--- config.mk ---
export PLATFORM = sky130hd
export DESIGN_NAME = sdelta_decoder
export DESIGN_NICKNAME = d
export VERILOG_FILES = /design/src/rtl/sdelta_decoder_pkg.sv /design/src/rtl/sdelta_decoder_ssat_add.sv /design/src/rtl/sdelta_decoder.sv
export SDC_FILE = /design/constraint.sdc
export NUM_CORES = 1
export LEC_CHECK = 0
export ABC_AREA = 1
export CAP_MARGIN = 20
export CORE_ASPECT_RATIO = 0.75
export CORE_MARGIN = 5
export CORE_UTILIZATION = 50
export CTS_CLUSTER_SIZE = 10
export DETAILED_ROUTE_END_ITERATION = 7
export PLACE_DENSITY = 0.8
export SETUP_SLACK_MARGIN = 0.05
export SLEW_MARGIN = 20
export SYNTH_ARGS = -nofsm -noshare
export SYNTH_HDL_FRONTEND = slang
export SYNTH_SLANG_ARGS = --single-unit
--- constraint.sdc ---
create_clock -name Clk -period 2 [get_ports Clk]
set_input_delay 0.6 -clock Clk [delete_from_list [all_inputs] [get_ports Clk]]
set_output_delay 0.6 -clock Clk [all_outputs]
set_load 0.005 [all_outputs]
--- src/rtl/sdelta_decoder_pkg.sv ---
// Shared definitions for the signed delta decoder.
//   state_e      : decoder FSM states
//   sat_max/min  : most positive / most negative signed value of a given width,
//                  returned in 64 bits; callers cast down to their width.
package sdelta_decoder_pkg;

    typedef enum logic [1:0] {
        ST_IDLE,
        ST_RUN,
        ST_DRAIN,
        ST_FIN
    } state_e;

    function automatic logic [63:0] sat_max(input int unsigned dw);
        return (64'd1 << (dw - 1)) - 64'd1;
    endfunction

    function automatic logic [63:0] sat_min(input int unsigned dw);
        return ~sat_max(dw);
    endfunction

endpackage

--- src/rtl/sdelta_decoder_ssat_add.sv ---
// Combinational signed add with overflow detection and optional clamp.
//   a, b : signed DATAWIDTH operands
//   res  : a + b, wrapped (SATURATE=0) or clamped to MIN/MAX (SATURATE=1)
//   of   : the true sum did not fit in DATAWIDTH bits
module ssat_add
    import sdelta_decoder_pkg::*;
#(
    parameter int unsigned DATAWIDTH = 2,
    parameter int unsigned SATURATE  = 0
) (
    input  logic [DATAWIDTH-1:0] a,
    input  logic [DATAWIDTH-1:0] b,
    output logic [DATAWIDTH-1:0] res,
    output logic                 of
);

    localparam logic [DATAWIDTH-1:0] MAXV = DATAWIDTH'(sat_max(DATAWIDTH));
    localparam logic [DATAWIDTH-1:0] MINV = DATAWIDTH'(sat_min(DATAWIDTH));

    logic [DATAWIDTH:0] sum;

    always_comb begin
        sum = {a[DATAWIDTH-1], a} + {b[DATAWIDTH-1], b};
        // Extended sign bit disagreeing with the result MSB means overflow.
        of  = sum[DATAWIDTH] ^ sum[DATAWIDTH-1];
        res = sum[DATAWIDTH-1:0];
        if (SATURATE != 0 && of) begin
            res = sum[DATAWIDTH] ? MINV : MAXV;
        end
    end

endmodule

--- src/rtl/sdelta_decoder.sv ---
// Signed delta stream decoder: x[n] = x[n-1] + d[n], seeded by a start pulse.
//   Clk, Rst          : clock, synchronous active-high reset
//   start, seed,
//   frame_len         : begin a frame (IDLE only) with x[0]=seed, frame_len deltas
//   in_valid/in_ready,
//   delta             : delta input stream
//   out_valid/out_ready,
//   value             : reconstructed sample stream (one register stage)
//   ovf               : some add in this frame overflowed (sticky until next start)
//   busy              : FSM not idle
//   done              : one-cycle pulse when the frame has fully completed
module sdelta_decoder
    import sdelta_decoder_pkg::*;
#(
    parameter int unsigned DATAWIDTH = 2,
    parameter int unsigned CNTW      = 8,
    parameter int unsigned SATURATE  = 0
) (
    input  logic                 Clk,
    input  logic                 Rst,
    input  logic                 start,
    input  logic [DATAWIDTH-1:0] seed,
    input  logic [CNTW-1:0]      frame_len,
    input  logic                 in_valid,
    output logic                 in_ready,
    input  logic [DATAWIDTH-1:0] delta,
    output logic                 out_valid,
    input  logic                 out_ready,
    output logic [DATAWIDTH-1:0] value,
    output logic                 ovf,
    output logic                 busy,
    output logic                 done
);

    state_e               state_q, state_d;
    logic [DATAWIDTH-1:0] acc_q, acc_d;
    logic [DATAWIDTH-1:0] value_q, value_d;
    logic                 out_valid_q, out_valid_d;
    logic                 ovf_q, ovf_d;
    logic                 done_q, done_d;
    logic [CNTW-1:0]      cnt_q, cnt_d;

    logic                 accept;
    logic                 take;
    logic [DATAWIDTH-1:0] add_res;
    logic                 add_of;

    ssat_add #(
        .DATAWIDTH(DATAWIDTH),
        .SATURATE (SATURATE)
    ) u_add (
        .a  (acc_q),
        .b  (delta),
        .res(add_res),
        .of (add_of)
    );

    always_comb begin
        in_ready = (state_q == ST_RUN) && (!out_valid_q || out_ready);
        accept   = in_valid && in_ready;
        take     = out_valid_q && out_ready;
    end

    always_comb begin
        state_d     = state_q;
        acc_d       = acc_q;
        value_d     = value_q;
        out_valid_d = out_valid_q;
        ovf_d       = ovf_q;
        cnt_d       = cnt_q;
        done_d      = 1'b0;

        unique case (state_q)
            ST_IDLE: begin
                if (start) begin
                    acc_d   = seed;
                    cnt_d   = frame_len;
                    ovf_d   = 1'b0;
                    state_d = (frame_len != '0) ? ST_RUN : ST_FIN;
                end
            end
            ST_RUN: begin
                if (accept) begin
                    acc_d       = add_res;
                    value_d     = add_res;
                    out_valid_d = 1'b1;
                    ovf_d       = ovf_q | add_of;
                    cnt_d       = cnt_q - 1'b1;
                    if (cnt_q == CNTW'(1)) begin
                        state_d = ST_DRAIN;
                    end
                end else if (take) begin
                    out_valid_d = 1'b0;
                end
            end
            ST_DRAIN: begin
                if (take || !out_valid_q) begin
                    out_valid_d = 1'b0;
                    state_d     = ST_FIN;
                end
            end
            ST_FIN: begin
                state_d = ST_IDLE;
                done_d  = 1'b1;
            end
            default: state_d = ST_IDLE;
        endcase
    end

    always_ff @(posedge Clk) begin
        if (Rst) begin
            state_q     <= ST_IDLE;
            acc_q       <= '0;
            value_q     <= '0;
            out_valid_q <= 1'b0;
            ovf_q       <= 1'b0;
            done_q      <= 1'b0;
            cnt_q       <= '0;
        end else begin
            state_q     <= state_d;
            acc_q       <= acc_d;
            value_q     <= value_d;
            out_valid_q <= out_valid_d;
            ovf_q       <= ovf_d;
            done_q      <= done_d;
            cnt_q       <= cnt_d;
        end
    end

    always_comb begin
        out_valid = out_valid_q;
        value     = value_q;
        ovf       = ovf_q;
        done      = done_q;
        busy      = (state_q != ST_IDLE);
    end

endmodule

## Word-level counts from Yosys, hierarchy flattened

Index checks and enable logic that the tools add are counted.

- Flip-flop bits (word level): 17
- Input port bits: 17
- Word-level logic and storage cells: 55
- Output and inout bits: 7

- Reductions and logical operators: 15
- $add $sub $neg: 2
- Bitwise gates (word level): 2
- Muxes and demuxes: 20
- Equality and inequality tests: 9

Operator list:

| cell | count |
|---|---|
| $mux W8 | 2 |
| $pmux W8 S2 | 1 |
| $mux W2 | 7 |
| $eq A8 B1 Y1 const B | 1 |
| $pmux W2 S4 | 1 |
| $reduce_bool A8 Y1 | 1 |
| $sub A8 B1 Y8 const B | 1 |
| $mux W1 | 6 |
| $ne A2 B2 Y1 const B | 3 |
| $reduce_and A3 Y1 | 2 |
| $reduce_bool A2 Y1 | 3 |
| $eq A2 B2 Y1 const B | 2 |
| $pmux W1 S2 | 2 |
| $pmux W2 S2 | 1 |
| $reduce_and A4 Y1 | 1 |
| $add A2 B2 Y3 | 1 |
| $logic_and A1 B1 Y1 | 3 |
| $ne A3 B3 Y1 const B | 1 |
| $eq A2 B1 Y1 const B | 1 |
| $logic_not A2 Y1 | 1 |
| $logic_or A1 B1 Y1 | 2 |
| $ne A2 B1 Y1 const B | 1 |
| $reduce_and A2 Y1 | 1 |
| $logic_not A1 Y1 | 1 |
| 2 further kinds | 2 |

## Longest topological paths before layout

Gate-level depths: netlist of the first run.

- Word-level depth: 6
- Depth in mapped cells: 9
- Gate-level depth less buffers: 9

## Cells and area by module

Synthesis of the first run repeated with hierarchy kept, for this count alone.

- Cells, all modules: 183
- Area total of the unflattened synthesis: 1171.1 um^2

By module, submodules not included:

| module | cells each | area an instance (um^2) | times used | sequential area each (um^2) |
|---|---|---|---|---|
| sdelta_decoder | 173 | 1092.3 | 1 | 340.3 |
| ssat_add | 10 | 78.8 | 1 | 0.0 |

## Least setup slack after synthesis of the first run

Ideal clock, no wire load.

- Kind: in2reg
- Start point: input port delta[0]
- End point: register ovf_q (netlist: ovf)
- Stages on the path: 6
- Required time: 1936 ps
- Setup time: 64 ps
- Data arrival time: 1692 ps
- Slack: 244 ps
- Buffers on the path: 0
- Path through: ha_1 -> fa_1 -> xor2_1 -> o21bai_1 -> inv_1 -> nor2_1

- Cells in the longest elaborated chain, start to end: 5

RTL lines:

| what | line | source |
|---|---|---|
| start: declaration | sdelta_decoder.sv:26 | `input logic [DATAWIDTH-1:0] delta,` |
| $add A2 B2 Y3 | sdelta_decoder_ssat_add.sv:23 | `sum = {a[DATAWIDTH-1], a} + {b[DATAWIDTH-1], b};` |
| net add_res[1] | sdelta_decoder.sv:45 | `logic [DATAWIDTH-1:0] add_res;` |
| $xor A1 B1 Y1 | sdelta_decoder_ssat_add.sv:25 | `of = sum[DATAWIDTH] ^ sum[DATAWIDTH-1];` |
| $or A1 B1 Y1 | sdelta_decoder.sv:87 | `ovf_d = ovf_q \| add_of;` |
| $mux W1 | sdelta_decoder.sv:83 | `if (accept) begin` |
| $pmux W1 S2 | sdelta_decoder.sv:73 | `unique case (state_q)` |
| end signal: assignment | sdelta_decoder.sv:124 | `ovf_q <= ovf_d;` |
| end: declaration | sdelta_decoder.sv:39 | `logic ovf_q, ovf_d;` |

The timed path passes the listed nets, and every way through them passes these cells. The select of a mux whose other input is x is not followed.
A chain may end at the register's enable or synchronous reset.

## Final worst setup path of the first run

Ends and elaborated chain as after synthesis.

==> impl_metrics.yaml, run 1 <==
grt:
  grt_first_pass_wirelength_um: 4860
  grt-ovfl-total: 0
  first_global_vias: 1107
  antenna_found_initial: 0
  grt.total_usage: 0.184
  grt_max_degree: 18
finish:
  final_cell_area_um2: 1520
  syn_to_final_growth_pct: 28.7
  fill_cells: 199
  layout-drive-gt1-share: 0.176
  nets: 232
  antenna_cells: 0
synth:
  synth_top_area_share: 0.288
  yosysWarnings: 0
  synth_area_um2: 1180
  synth_edf_count: 0
  syn_avg_cell_area_um2: 6.83
  synth_top_area_cell: "dfxtp_1"
  synth_cells: 173
  synthArstFlopShare: 0
  yosysUniqueCellTypes: 25
  synth_nets: 200
  ys_seq_elements: 17
  synth-seq-area-share: 0.288
  synth.most_common_cell: "nand2_1"
  synth_flop_cell: "dfxtp_1"
  synth.area.top_cells: "dfxtp_1 29%, nand2_1 12%, ha_1 8.5%"
  ys_top_cells_by_count: "38 x nand2_1, 24 x nor2_1, 21 x inv_1, 17 x dfxtp_1"
setup_path:
  regToRegEndpoint: "acc_q[0]"
  end_kind: "register"
  critPathMaxStageDelay_ns: 0.47
  critPathKind: "in -> reg"
  slowest_stage: "clkdlybuf4s50_1"
  rr_startpoint: "state_q[1]"
  reg2reg_depth: 9
  startpoint_type: "primary input"
  r2r_slack_ns: 0.34
  required_ns: 2.25
  crit_fanout: 3
  cp_cell_sequence: "clkdlybuf4s50_1 -> ha_2 -> fa_2 -> xor2_1 -> o21bai_1 -> inv_1 -> nor2_1"
  cp.arrival_ns: 2.17
routing:
  drt-pass1-iter-count: 4
  drt.antenna.violating_nets: 0
  routed_via_density: 5.13
  num_vias: 1220
  routedWlPerCell_um: 12.4
  drt_wl_total_um: 2950
  drc: 0
  first_iter_violations: 47
clocking:
  cts_sinks: 17
  cts_htree_levels: 1
  clockBufferDepth: 2
  cts.clk_slew.worst_paths_ns: 0.10
  cts_tree: "yes"
  holdBufCountCts: 0
  cts_inserted_buffers: 3
  clock_latency_ns: 0.30
  clock-root-buffer: "clkbuf_4"
die:
  die_h_um: 52.1
  boundaryPins: 24
  start_util: 0.520
  fp.dieW_um: 66.1
  dieArea_um2: 3440
  num_rows: 15
  core_um2: 2270
timing:
  slew_headroom: 0.830
  max_freq_ghz: 0.520
  rsz0062_at_grt: "true"
  tightestPinTransition_ns: 0.255
  setup_viol: 0
  period_minus_slack_ns: 1.92
  drv_slew: 0
  min_period_over_period: 0.961
  finalHoldViolCount: 0
  fin_tns_setup_ns: 0
  clock_skew_ns: 0.00162
min_path:
  hold-path-endpoint: "value[0]"
  hold_path_class: "reg -> reg"
  hold_path.startpoint: "value[0]"
  holdPathStages: 2
run:
  drv_cap: 0
pwr:
  p_leak_nw: 0.681
  p_per_area_nw_per_um2: 1460
  peakVddDrop_mv: 0.653
place:
  dpl.hpwl_um: 2260
  gp_congestion: 0.813
  placed_cell_area_um2: 1470
  portBuffers: 23
status:
  status: "finished clean"
==> per-layer routing <==
metal	up-vias	share of wire	track usage
li1	610	-	-
met1	559	0.43	0.226
met2	51	0.49	0.328
met3	0	0.087	0.0518
met4	0	0	0.0236
met5	-	0	0
==> worst max-delay path by stage <==
| stage | from | endpoint | slack [ns] | depth (start not counted) |
|---|---|---|---|---|
| finish | delta[0] | ovf | 0.08 | 7 |
| global route | delta[0] | acc_q[1] | 0.04 | 7 |
| CTS | delta[0] | ovf | 0.05 | 7 |
| detailed placement | out_ready | in_ready | -0.35 | 4 |
| global placement | out_ready | in_ready | -0.34 | 4 |
| floorplan | delta[0] | ovf | 0.24 | 6 |
==> flip-flops by register name, summed over array words and instances, names as in the netlist <==
register	cells
cnt_q	8
state_q	2
ovf	1
done	1
value	2
acc_q	2
out_valid	1
==> critical path, delay by kind of cell <==
family,cells,cell delay [ns]
AO/OA/AOI/OAI,1,0.12
adder cells (fa/ha/maj),2,0.67
XOR/XNOR,1,0.18
buffers and inverters,2,0.53
AND/OR/NAND/NOR,1,0.07
==> where the power goes <==
part | internal [mW] | switching, mW | total [mW] | leakage (nW)
Clock | 0.0778 | 0.116 | 0.194 | 0.0150
Sequential | 0.473 | 0.112 | 0.585 | 0.140
Combinational | 0.579 | 0.859 | 1.44 | 0.525
Total | 1.13 | 1.09 | 2.22 | 0.681
==> cell type report <==
type                            instances  area, um^2  area share
Clock buffer                            4        26.3      0.0173
Inverter                               23        86.3      0.0568
Multi-Input combinational cell        129         737       0.485
Sequential cell                        17         343       0.226
Tap cell                               34        42.5      0.0280
Timing Repair Buffer                   31         285       0.188
==> repair_timing <==
action | 4_1_cts | 5_1_grt
endpoints found under the hold margin | 0 | 0
buffers inserted | 1 | 1
pin swaps | 2 | 2
endpoints found under the setup margin | 3 | 4
gates resized for setup | 10 | 3
==> cell families (layout without fill, tap and decap cells) <==
logic type / after synthesis / in the layout / share of synthesized area
flip-flops: 17 / 17 / 0.288
XOR/XNOR: 2 / 2 / 0.0148
AND/OR/NAND/NOR: 85 / 85 / 0.314
AO/OA/AOI/OAI: 32 / 32 / 0.171
buffers and inverters: 27 / 58 / 0.0943
adder cells (fa/ha/maj): 10 / 10 / 0.119
==> placed cells by master (no fill, tap or decap), drive strengths merged <==
cell type / count
nand2: 43
buf: 8
nand3: 13
dlygate4sd2: 1
o211ai: 1
a21oi: 15
nand4: 1
nor3: 2
dfxtp: 17
nor2: 26
fa: 2
clkdlybuf4s50: 20
o21ai: 14
ha: 8
clkbuf: 5
o21bai: 2
inv: 23
clkdlybuf4s15: 1
xor2: 2
==> through the flow <==
step / cells / util / setup WS [ns] / power, mW / hold slack [ns]
floorplan: 173 / - / 0.244 / 1.62 / 0.454
global placement: 232 / 0.649 / -0.344 / 1.93 / 0.450
detailed placement: 232 / 0.649 / -0.354 / 2.00 / 0.452
CTS: 237 / 0.667 / 0.0523 / 2.20 / 0.467
global route: 238 / 0.669 / 0.0419 / 2.45 / 0.494
finish: 238 / 0.669 / 0.0785 / 2.22 / 0.464
No activity file was read; power rests on OpenSTA's default activity.
==> run 2, diff against run 1 <==
- CORE_UTILIZATION: 50 -> 45
- PLACE_DENSITY: 0.8 -> 0.76
- clock period: 2 -> 1.7 ns (I/O delays scaled with it)
==> run 2 against run 1 <==
Net effect:
- utilization is 0.83 points lower
- largest cell class unchanged
- routed wire length is 11% higher
- flip-flop and latch count stayed put
- critical path depth decreased by 2
- combinational power increased by 46%
- highest routed layer is now met4
- critical endpoint is now in_ready
==> impl_metrics.yaml, run 2 (synthesis results as in run 1) <==
die:
  start_util: 0.461
  dieArea_um2: 3760
  fp.dieW_um: 69.2
  num_rows: 16
  boundaryPins: 24
  die_h_um: 54.4
  core_um2: 2560
setup_path:
  critPathMaxStageDelay_ns: 0.36
  crit_family: "flip-flops"
  worst-path-stages: 5
  cp_cell_sequence: "buf_6 -> ha_4 -> inv_4 -> nor2_4 -> buf_2"
  rr_startpoint: "state_q[0]"
  critPathBufInv: 3
  required_ns: 1.19
  startpoint_type: "register"
  crit_fanout: 2
  cp.arrival_ns: 1.16
  slowest_stage: "dfxtp_2"
  critPathKind: "reg -> out"
  r2r_slack_ns: 0.06
  reg2reg_depth: 9
  regToRegEndpoint: "acc_q[0]"
  end_kind: "primary output"
clocking:
  holdBufCountCts: 0
  cts_sinks: 17
  clock-root-buffer: "clkbuf_4"
  cts_tree: "yes"
  cts.clk_slew.worst_paths_ns: 0.11
  cts_htree_levels: 1
  clockBufferDepth: 2
  clock_latency_ns: 0.32
  cts_inserted_buffers: 3
timing:
  min_period_over_period: 0.985
  max_freq_ghz: 0.597
  rsz0062_at_grt: "true"
  period_minus_slack_ns: 1.67
  finalHoldViolCount: 0
  layout_setup_ws_ns: 0.0263
  slew_headroom: 0.806
  setup_viol: 0
  clock_skew_ns: 0.00908
  drv_slew: 0
  tightestPinTransition_ns: 0.290
finish:
  antenna_cells: 0
  fill_cells: 248
  largest_reg_flops: 8
  layoutNonFillerInstCount: 255
  final_common_cell: "nand2_1"
  top_register: "cnt_q"
  syn_to_final_growth_pct: 43.4
  final_cell_mix: "37 x nand2_1, 23 x nor2_1, 21 x buf_4"
  layout-drive-gt1-share: 0.279
  final_cell_area_um2: 1690
  final-seq-area_um2: 348
  nets: 247
  multiInputGateArea_um2: 802
routing:
  first_iter_violations: 49
  routed_via_density: 5.01
  drt-pass1-iter-count: 7
  routedWlPerCell_um: 12.8
  drc: 0
  drt_wl_total_um: 3270
  drt.antenna.violating_nets: 0
  num_vias: 1278
grt:
  grt_first_pass_wirelength_um: 5150
  first_global_vias: 1197
  grt.total_usage: 0.175
  grt-ovfl-total: 0
  antenna_found_initial: 0
  grt_max_degree: 16
min_path:
  hold_path.startpoint: "value[1]"
  hold_path_class: "reg -> reg"
  holdPathStages: 2
  hold-path-endpoint: "value[1]"
place:
  placed_cell_area_um2: 1560
  portBuffers: 23
  place_ws_ns: -0.510
  dp.cells: 244
  dpl.hpwl_um: 2200
  gp_congestion: 0.970
status:
  status: "finished clean"
pwr:
  p_leak_nw: 0.794
  peakVddDrop_mv: 0.746
  p_per_area_nw_per_um2: 1800
  power_mw: 3.05
run:
  drv_cap: 0
-- run 2: stage by stage --
stage                      util  setup TNS, ns  hold WS, ns
after global placement    0.610          -3.72        0.450
after global routing      0.661        -0.0326        0.503
final                     0.661              0        0.467
after detailed placement  0.610          -4.03        0.455
after CTS                 0.636              0        0.472
after floorplan               -              0        0.456
-- run 2: worst min-delay path: stages, from the launching register on --
cell and delay [ns]:
dfxtp_2 0.33, nand2_1 0.05, a21oi_1 0.05
-- run 2: area by class of cell --
type,instances,share of cell area
Inverter,23,0.0554
Sequential cell,17,0.205
Timing Repair Buffer,45,0.224
Clock buffer,4,0.0155
Tap cell,36,0.0266
Multi-Input combinational cell,130,0.473
-- run 2: worst max-delay path by stage --
stage | endpoint | slack [ns] | start
4_1_cts | in_ready | 0.003 | state_q[0]
3_5_place_dp | ovf | -0.51 | delta[0]
2_1_floorplan | ovf | 0.07 | delta[0]
5_1_grt | in_ready | -0.02 | state_q[0]
6_report | in_ready | 0.03 | state_q[0]
3_3_place_gp | in_ready | -0.47 | out_ready
-- run 2: metal layers --
metal | part of all wire | routed length, um | track usage
met5 | 0 | 0 | 0
met4 | 0.029 | 94 | 0.110
met2 | 0.46 | 1520 | 0.299
met1 | 0.43 | 1400 | 0.191
met3 | 0.078 | 256 | 0.0642
-- run 2: power by group --
group	leakage (nW)	internal, mW	total [mW]	switching (mW)
logic	0.637	0.927	2.10	1.17
registers	0.142	0.562	0.706	0.144
clock network	0.0150	0.0921	0.245	0.153
total	0.794	1.58	3.05	1.47
-- run 2: what timing repair did --
item | 4_1_cts | 5_1_grt
gates resized for setup | 28 | 13
pin swaps | 3 | 2
cloned | 0 | 1
setup endpoints to repair | 10 | 15
buffers inserted | 2 | 4
==> run 3, diff against run 2 <==
- CORE_UTILIZATION: 45 -> 55
- CTS_BUF_LIST: unset -> sky130_fd_sc_hd__clkbuf_4 sky130_fd_sc_hd__clkbuf_8
- GPL_TIMING_DRIVEN: unset -> 0
- PLACE_DENSITY: 0.76 -> 0.87
- clock period: 1.7 -> 2.13 ns (I/O delays scaled with it)
==> run 3 against run 2 <==
Net effect:
- highest routed layer unchanged
- clock power shrank 24%
- global-route usage is 2.8 points higher
- routed wire length shrank 10%
- sequential power down 22%
- final cell count shrank 11%
==> impl_metrics.yaml, run 3 (synthesis results as in run 1) <==
grt:
  grt.total_usage: 0.203
  first_global_vias: 1228
  antenna_found_initial: 0
  grt-ovfl-total: 0
  grt_max_degree: 11
  grt_first_pass_wirelength_um: 5200
setup_path:
  crit_family: "buffers and inverters"
  critPathMostFrequentCell: "dlygate4sd2_1"
  critPathKind: "in -> out"
  crit_fanout: 3
  cp_cell_sequence: "dlygate4sd2_1 -> nor2_4 -> nor2_2 -> dlygate4sd2_1"
  startpoint_type: "primary input"
  required_ns: 1.49
  critPathMaxStageDelay_ns: 0.27
  cp.arrival_ns: 1.39
  end_kind: "primary output"
  slowest_stage: "dlygate4sd2_1"
  critPathBufInv: 2
die:
  fp.dieW_um: 63.5
  start_util: 0.581
  core_um2: 2030
  num_rows: 14
  dieArea_um2: 3180
  die_h_um: 50.1
  boundaryPins: 24
status:
  status: "finished clean"
place:
  gp_congestion: 0.885
  dpl.hpwl_um: 2240
  portBuffers: 23
finish:
  syn_to_final_growth_pct: 27.6
  top_register: "cnt_q"
  fill_cells: 160
  final-seq-area_um2: 343
  layout-drive-gt1-share: 0.153
  nets: 231
  multiInputGateArea_um2: 747
  largest_reg_flops: 8
  antenna_cells: 0
  final_common_cell: "nand2_1"
  final_cell_mix: "38 x nand2_1, 24 x nor2_1, 20 x inv_1, 20 x clkdlybuf4s50_1, 15 x dfxtp_1"
routing:
  routed_via_density: 5.24
  top_layer_used: "met4"
  drc: 0
  drt-pass1-iter-count: 4
  wl_met1_um: 1300
  drt_wl_total_um: 2930
  routedWlPerCell_um: 12.9
  route.met3.wl_um: 223
  num_vias: 1190
  first_iter_violations: 49
  drt.antenna.violating_nets: 0
  route.met2.wl_um: 1330
timing:
  min_period_over_period: 0.953
  tightestPinTransition_ns: 0.642
  whs_ns: 0.480
  max_freq_ghz: 0.493
  setup_viol: 0
  clock_skew_ns: 0.0116
  period_minus_slack_ns: 2.03
  rsz0062_at_grt: "false"
  slew_headroom: 0.572
  fin_tns_setup_ns: 0
  finalHoldViolCount: 0
  drv_slew: 0
clocking:
  cts_tree: "yes"
  cts_inserted_buffers: 3
  cts_sinks: 17
  clock_latency_ns: 0.31
  cts_htree_levels: 1
  clockBufferDepth: 2
  cts.clk_slew.worst_paths_ns: 0.12
  clock-root-buffer: "clkbuf_4"
min_path:
  hold_path_class: "reg -> reg"
pwr:
  power_mw: 2.12
  p_leak_nw: 0.685
  peakVddDrop_mv: 1.11
  p_per_area_nw_per_um2: 1410
run:
  drv_cap: 0
run 3: path summary, 6_finish.rpt:
path,endpoint,depth (start not counted),slack (ns),start
worst max-delay path,in_ready,4,0.10,out_ready
worst min-delay path,value[0],2,0.48,value[0]
worst max register to register,ovf,6,0.55,acc_q[0]
worst min register to register,value[0],2,0.48,value[0]
run 3: worst reg2reg max path, cell delays in order (launching register included):
cell	delay, ns
dfxtp_1	0.34
ha_1	0.22
fa_1	0.51
xor2_1	0.19
o21bai_1	0.13
inv_1	0.05
nor2_1	0.09
run 3: per-layer routing:
| metal | vias to the layer above | GRT usage |
|---|---|---|
| li1 | 609 | - |
| met1 | 524 | 0.231 |
| met2 | 45 | 0.338 |
| met3 | 12 | 0.0781 |
| met4 | 0 | 0.0900 |
| met5 | - | 0 |
run 3: stage by stage:
stage          instance area, um^2  std cells   util  setup WS [ns]
6_report                      1510        227  0.742          0.101
5_1_grt                       1510        227  0.742         0.0511
4_1_cts                       1500        227  0.736         0.0336
3_5_place_dp                  1440        220  0.709         -0.393
3_3_place_gp                  1440        220  0.709         -0.377
2_1_floorplan                 1180        173      -          0.335
run 3: cell type report:
cell class | instances | share of cell area
Clock buffer | 3 | 0.0149
Inverter | 23 | 0.0573
Sequential cell | 17 | 0.227
Clock inverter | 1 | 0.00332
Tap cell | 24 | 0.0199
Buffer | 4 | 0.0166
Multi-Input combinational cell | 129 | 0.495
Timing Repair Buffer | 26 | 0.165
run 3: timing repair:
| item | CTS | global route |
|---|---|---|
| hold buffers | 0 | 0 |
| pin swaps | 2 | 0 |
| setup buffers | 3 | 0 |
| resized for setup | 6 | 4 |
| endpoints found under the setup margin | 2 | 2 |
run 3: power by group:
| group | leakage (nW) | switching, mW | internal [mW] |
|---|---|---|---|
| clock network | 0.0177 | 0.116 | 0.0701 |
| logic | 0.527 | 0.818 | 0.567 |
| registers | 0.140 | 0.107 | 0.444 |
| total | 0.685 | 1.04 | 1.08 |
